[src/rtl/regfile_wb_arbiter.sv]
// Round-robin arbiter for the register-file write port.
// Registers one accepted writeback per cycle and flags RAW hazards.
module regfile_wb_arbiter #(
   parameter int NREQ  = 3,
   parameter int CNT_W = 16
) (
   input  logic               clk,
   input  logic               rst,
   input  logic               freeze,
   input  logic [NREQ-1:0]    req_valid,
   input  logic [NREQ*5-1:0]  req_addr,
   input  logic [NREQ*32-1:0] req_data,
   output logic [NREQ-1:0]    req_ready,
   output logic               wr_en,
   output logic [4:0]         wr_addr,
   output logic [31:0]        wr_data,
   input  logic [4:0]         rd_addr1,
   input  logic [4:0]         rd_addr2,
   output logic               hazard1,
   output logic               hazard2,
   output logic [CNT_W-1:0]   wr_count
);

   localparam int PTR_W = (NREQ > 1) ? $clog2(NREQ) : 1;
   localparam logic [PTR_W-1:0] LAST = PTR_W'(NREQ - 1);

   logic [PTR_W-1:0] rr_ptr_q, rr_ptr_d;
   logic [CNT_W-1:0] cnt_q, cnt_d;
   logic             wr_en_q, wr_en_d;
   logic [4:0]       wr_addr_q, wr_addr_d;
   logic [31:0]      wr_data_q, wr_data_d;

   logic             any_valid;
   logic             grant;
   logic [PTR_W-1:0] gnt_idx;
   logic [4:0]       sel_addr;
   logic [31:0]      sel_data;
   logic             hit1, hit2;

   function automatic logic [PTR_W-1:0] rr_idx(
      input logic [PTR_W-1:0] p,
      input int               k
   );
      int s;
      s = int'(p) + k;
      if (s >= NREQ) s = s - NREQ;
      return PTR_W'(s);
   endfunction

   // first valid requester at or after the pointer, wrapping around
   always_comb begin
      any_valid = 1'b0;
      gnt_idx   = '0;
      for (int k = 0; k < NREQ; k++) begin
         if (!any_valid && req_valid[rr_idx(rr_ptr_q, k)]) begin
            any_valid = 1'b1;
            gnt_idx   = rr_idx(rr_ptr_q, k);
         end
      end
   end

   assign grant = any_valid & ~freeze & ~rst;

   always_comb begin
      req_ready = '0;
      if (grant) req_ready[gnt_idx] = 1'b1;
   end

   always_comb begin
      sel_addr = '0;
      sel_data = '0;
      for (int i = 0; i < NREQ; i++) begin
         if (gnt_idx == PTR_W'(i)) begin
            sel_addr = req_addr[i*5 +: 5];
            sel_data = req_data[i*32 +: 32];
         end
      end
   end

   always_comb begin
      rr_ptr_d  = rr_ptr_q;
      cnt_d     = cnt_q;
      wr_en_d   = 1'b0;
      wr_addr_d = wr_addr_q;
      wr_data_d = wr_data_q;
      if (grant) begin
         rr_ptr_d  = (gnt_idx == LAST) ? '0 : gnt_idx + PTR_W'(1);
         cnt_d     = cnt_q + CNT_W'(1);
         wr_en_d   = (sel_addr != 5'd0);
         wr_addr_d = sel_addr;
         wr_data_d = sel_data;
      end
   end

   always_ff @(posedge clk or posedge rst) begin
      if (rst) begin
         rr_ptr_q  <= '0;
         cnt_q     <= '0;
         wr_en_q   <= 1'b0;
         wr_addr_q <= '0;
         wr_data_q <= '0;
      end else begin
         rr_ptr_q  <= rr_ptr_d;
         cnt_q     <= cnt_d;
         wr_en_q   <= wr_en_d;
         wr_addr_q <= wr_addr_d;
         wr_data_q <= wr_data_d;
      end
   end

   // $zero never hazards; pending requests and the in-flight write do
   always_comb begin
      hit1 = 1'b0;
      hit2 = 1'b0;
      for (int i = 0; i < NREQ; i++) begin
         if (req_valid[i] && req_addr[i*5 +: 5] == rd_addr1) hit1 = 1'b1;
         if (req_valid[i] && req_addr[i*5 +: 5] == rd_addr2) hit2 = 1'b1;
      end
      if (wr_en_q && wr_addr_q == rd_addr1) hit1 = 1'b1;
      if (wr_en_q && wr_addr_q == rd_addr2) hit2 = 1'b1;
   end

   assign hazard1  = hit1 & (rd_addr1 != 5'd0);
   assign hazard2  = hit2 & (rd_addr2 != 5'd0);
   assign wr_en    = wr_en_q;
   assign wr_addr  = wr_addr_q;
   assign wr_data  = wr_data_q;
   assign wr_count = cnt_q;

endmodule
[config.mk]
export PLATFORM = sky130hd
export DESIGN_NAME = regfile_wb_arbiter
export DESIGN_NICKNAME = d
export VERILOG_FILES = /design/src/rtl/regfile_wb_arbiter.sv
export SDC_FILE = /design/constraint.sdc
export NUM_CORES = 1
export LEC_CHECK = 0
export ABC_AREA = 1
export CORE_ASPECT_RATIO = 1.5
export CORE_MARGIN = 4
export CORE_UTILIZATION = 35
export DETAILED_ROUTE_END_ITERATION = 6
export PLACE_DENSITY = 0.72
export SLEW_MARGIN = 40
export SYNTH_ARGS = -nofsm -noshare
export SYNTH_HDL_FRONTEND = slang
export SYNTH_SLANG_ARGS = --single-unit
[constraint.sdc]
create_clock -name clk -period 3.1 [get_ports clk]
set_input_delay 0.62 -clock clk [delete_from_list [all_inputs] [get_ports clk]]
set_output_delay 0.62 -clock clk [all_outputs]
set_load 0.005 [all_outputs]
# Yosys cells after proc, flatten, opt, wreduce, memory -nomap -nowiden
# Index checks and enable logic that the tools add are counted.
# Widths: inputs -> output; s select.
dict set report word_totals {
  input_bits 127
  register_bits 56
  word_cells 87
  out_inout_bits 59
}
dict set report op_classes {
  n_addsub 7
  bitwise 6
  muxes 34
  n_reduce_logical 17
  n_lt_le_gt_ge 8
  eq_ne 10
}
# operator count
set ops {}
lappend ops {{$mux 32} 3}
lappend ops {{$eq 5x5->1} 8}
lappend ops {{$add 16x1->16 const B} 1}
lappend ops {{$mux 1} 16}
lappend ops {{$mux 5} 3}
lappend ops {{$reduce_bool 5->1} 3}
lappend ops {{$mux 2} 7}
lappend ops {{$lt 2x3->1 const B} 4}
lappend ops {{$logic_and 1x1->1} 11}
lappend ops {{$bmux 1 s2} 3}
lappend ops {{$ge 3x2->1 const B} 2}
lappend ops {{$sub 2x2->2 const B} 3}
lappend ops {{$and 1x1->1} 4}
lappend ops {{$add 2x1->3 const B} 1}
lappend ops {{$add 2x2->3 const B} 1}
lappend ops {{$mux 3} 1}
lappend ops {{$add 2x1->2 const B} 1}
lappend ops {{$demux 1 s2} 1}
lappend ops {{$eq 2x1->1 const B} 1}
lappend ops {{$eq 2x2->1 const B} 1}
lappend ops {{$ge 2x1->1 const B} 1}
lappend ops {{$ge 2x2->1 const B} 1}
lappend ops {{$logic_not 1->1} 2}
lappend ops {{$logic_not 2->1} 1}
lappend ops {{$not 1->1} 2}

# Longest topological paths before layout
dict set report depth {
  ltp_word 17
  mapped_depth 18
  depth_no_buf 17
}

# Worst setup path after synthesis
# OpenSTA, ideal clock, no wires.
dict set report synth_timing {
  path_kind {reg2out}
  start {register rr_ptr_q[0]}
  end {output port req_ready[0]}
  required_time_ns 2.480
  path_buffers 1
  t_arrival_ns 1.735
  slack_ns 0.745
  stages_incl_launch_ff 13
  cell_sequence {dfrtp_1 > inv_1 > ha_1 > inv_2 > nand2_1 > nor2_1 > a21oi_4 > nand4_1 > nand2_2 > inv_2 > nand3_2 > inv_2 > buf_2}
}
dict set report synth_between {
  elab_chain_cells 16
  word_cells_on_any_way 35
  classes_between {add/sub: 5; order compare: 5; mux: 18; bitwise: 2; reduce/logical: 5}
}
# item line
set synth_rtl {}
lappend synth_rtl {{start: declaration} 27} ;# logic [PTR_W-1:0] rr_ptr_q, rr_ptr_d;
lappend synth_rtl {{start signal: assignment} 103} ;# rr_ptr_q <= rr_ptr_d;
lappend synth_rtl {{parallel branches: the longest is 15 deep, another holds $add 2x1->3} -}
lappend synth_rtl {{$mux 3 *} 66} ;# if (grant) req_ready[gnt_idx] = 1'b1;
lappend synth_rtl {{end: declaration} 13} ;# output logic [NREQ-1:0] req_ready,
# Mark *: on every way between the ends. The select of a mux whose other input is x is not followed.

# Final worst setup path
dict set report layout_timing {
  start {register rr_ptr_q[1]}
  end {output port req_ready[2]}
}
# Same word-level chain as after synthesis.

==> impl_results.md <==
* First-pass GRT wire length at 22,200 µm
* Cell row count at 45
* CTS tree: yes
* Status: completed
* Number of port buffers at 185
* Pre-antenna DRT Iters at 7
* Synth Cell Area at 3670 µm²
* Top-count cell post-synth: nand2_1
* Layout fillers at 955
* Flops & latches, synth at 56
* Yosys cell types at 31
* Vias at 4,273
* Switching share of power at 44.5%
* Yosys warns at 0
* Crit path kind: flop to primary output
* Starting density of the core at 36.0%
* Fraction of registers with async set/reset at 100%
* Via/cell ratio at 5.04
* Post-route cell area at 6090 µm²
* Syn_area_per_cell at 7.38 µm²
* Final WS setup at 0.176 ns
* Synthesis-to-layout area growth at 65.9%
* Final period utilization at 94.3%
* Pin count of the biggest net entering global routing at 44
* Number of global-route vias before repair at 4,435
* Worst endpoint data arrival time at 2.30 ns
* Synth top cells by count: nand2_1 (150), dfrtp_1 (56), inv_1 (43)
* Die Area at 12,200 µm²
* Pins Over Slew Limit at 0
* Worst-skew pair later-pin latency at 0.30 ns
* P per Cell Area at 855 nW/µm²
* Final hold viol count at 0
* CTS H-tree depth at 2
* Io pins at 186
* Post-synth EDFFs at 0
* GRT Total Usage at 22.6%
* DRT iter0 DRCs at 184
* Placed cell area at 5820 µm²
* Sequential-to-total area share from yosys stat at 38.1%
* Drt drc at 0
* Synthesized Nets at 630
* Antenna Nets Post-Route at 0
* LEAKAGE at 0.00273 µW
* Post-route minimum period at 2.92 ns
* Pre-CTS setup slack at -0.0952 ns
* Detailed Route WL at 13,700 µm
* Area share of the largest cell type after synthesis at 38.1%
* CORE AREA at 10,200 µm²
* Total grt overflow at 0
* Top fanout value on the critical path at 5
* Hold Crit Class: flop to flop
* Unrepaired setup endpoints after global routing: no
* Dpl hpwl at 10,800 µm
* Nets at 837
* Layout cells sized above 1 at 11.9%
* Maximum vdd drop at 0.000696 V
* Critical Path Sink Type: primary output
* Cells after Synth at 498
* P_sw at 2320 µW
* Startpoint class of the critical path: flop
* Synth area leaders: dfrtp_1 (38%), nand2_1 (15%), nand3_1 (5.7%), inv_1 (4.4%), nand4_1 (4.3%)
* Sum Neg Setup Slack at 0 ns
* Pint at 2890 µW
* Main flop type after synthesis: dfrtp_1
* CTS Buf Count at 5
* CTS Root Cell: clkbuf_16
* # diodes at 0
* Clock transition at path regs at 0.07 ns
* Die Wd at 91.7 µm
* Drt wl/cell at 16.2 µm
* Max-Cap Viols at 0
* Comb pwr share at 62.7%
* Seq pwr share at 24.6%
* Worst EP required at 2.48 ns
* Num Clock Sinks at 56
* Worst Tran Pin Value at 0.609 ns
* Final setup viols at 0
* Die H at 133 µm
* Headroom to the max-slew limit at 59.3%
* Power share of the clock group at 12.8%
* RePlAce Congestion at 0.904
* Overall power at 5210 µW
* Initial antenna violation count at 0
* Fmax at 342 MHz
* Yosys top cell by area: dfrtp_1
* Clk_skew at 0.00458 ns
* CTS Buffer Depth at 2
[cell families after synthesis]
logic type / synth area share, %
AOI/OAI and AO/OA: 13.8
xor gates and xnor gates: 5.48
adders and majority gates: 1.70
buffers and inverters: 9.26
DFF: 38.1
and+or+nand+nor: 31.6
[cell type report]
class / instances / area [µm²] / share of cell area, %
Clock buffer: 5 / 125 / 2.05
Timing Repair Buffer: 221 / 2150 / 35.3
Multi-Input combinational cell: 370 / 2000 / 32.8
Clock inverter: 3 / 46.3 / 0.760
Sequential cell: 56 / 1400 / 23.0
Tap cell: 141 / 176 / 2.90
Inverter: 51 / 195 / 3.20
[power groups by stage]
stage	Combinational, µW	Sequential [µW]	Clock (µW)
2_1_floorplan	1900	1270	0
5_1_grt	3620	1330	721
3_3_place_gp	3160	1270	0
6_report	3270	1280	665
4_1_cts	3270	1280	687
3_5_place_dp	3220	1280	0
[stage by stage]
| step | hold slack [ns] | utilization [%] | instances |
|---|---|---|---|
| global placement | 0.462 | 57.1 | 835 |
| global route | 0.509 | 59.8 | 847 |
| CTS | 0.482 | 59.1 | 843 |
| floorplan | 0.468 | - | 498 |
| finish | 0.477 | 59.8 | 847 |
| detailed placement | 0.470 | 57.1 | 835 |
[metal layers]
metal,GRT usage (%),routed length (µm)
met1,24.8,5000
met2,40.9,7250
met3,5.42,1020
met4,9.48,460
met5,0,0
[final timing paths]
check	slack (ns)	end	cells after the start	startpoint
worst max register to register	0.63	wr_data[6]$_DFFE_PP0P_	15	rr_ptr_q[1]$_DFFE_PP0P_
worst min-delay path	0.48	wr_count[15]$_DFFE_PP0P_	1	wr_count[15]$_DFFE_PP0P_
max in group asynchronous	1.79	wr_addr[3]$_DFFE_PP0P_	3	rst
worst min register to register	0.48	wr_count[15]$_DFFE_PP0P_	1	wr_count[15]$_DFFE_PP0P_
min in group asynchronous	0.74	wr_data[19]$_DFFE_PP0P_	2	rst
worst max-delay path	0.18	req_ready[2]	10	rr_ptr_q[1]$_DFFE_PP0P_
[critical path, cell delays in order, from the launching register on]
cell             delay, ns
dfrtp_1               0.45
ha_4                  0.33
inv_2                 0.05
nand2_1               0.07
nand2_2               0.07
a21oi_4               0.19
nand4_1               0.13
nand2_2               0.10
nand2_1               0.06
inv_2                 0.06
clkdlybuf4s50_1       0.50
[repair_timing]
| action | 4_1_cts | 5_1_grt |
|---|---|---|
| hold buffers | 0 | 0 |
| resized for setup | 16 | 15 |
| hold endpoints to repair | 0 | 0 |
| setup buffers | 0 | 4 |
| endpoints found under the setup margin | 5 | 5 |
| pin swaps | 0 | 7 |
[flip-flops by register name (all words and copies together) (netlist names)]
| signal | count |
|---|---|
| rr_ptr_q | 2 |
| wr_addr | 5 |
| wr_count | 16 |
| wr_data | 32 |
| wr_en | 1 |
[layout by cell type, fill, tap and decap left out, drive strengths merged]
cell and count:
a211oi 3, a21oi 21, a221oi 9, a31oi 6, a41oi 2, buf 36
bufinv 1, clkbuf 5, clkdlybuf4s50 175, clkinv 2, dfrtp 56, dlygate4sd2 5
dlymetal6s2s 5, ha 5, inv 51, nand2 156, nand3 46, nand4 26
nor2 23, nor3 6, nor4 1, o21ai 31, o22ai 12, xnor2 9
xor2 14
No activity file was read; power rests on OpenSTA's default activity.
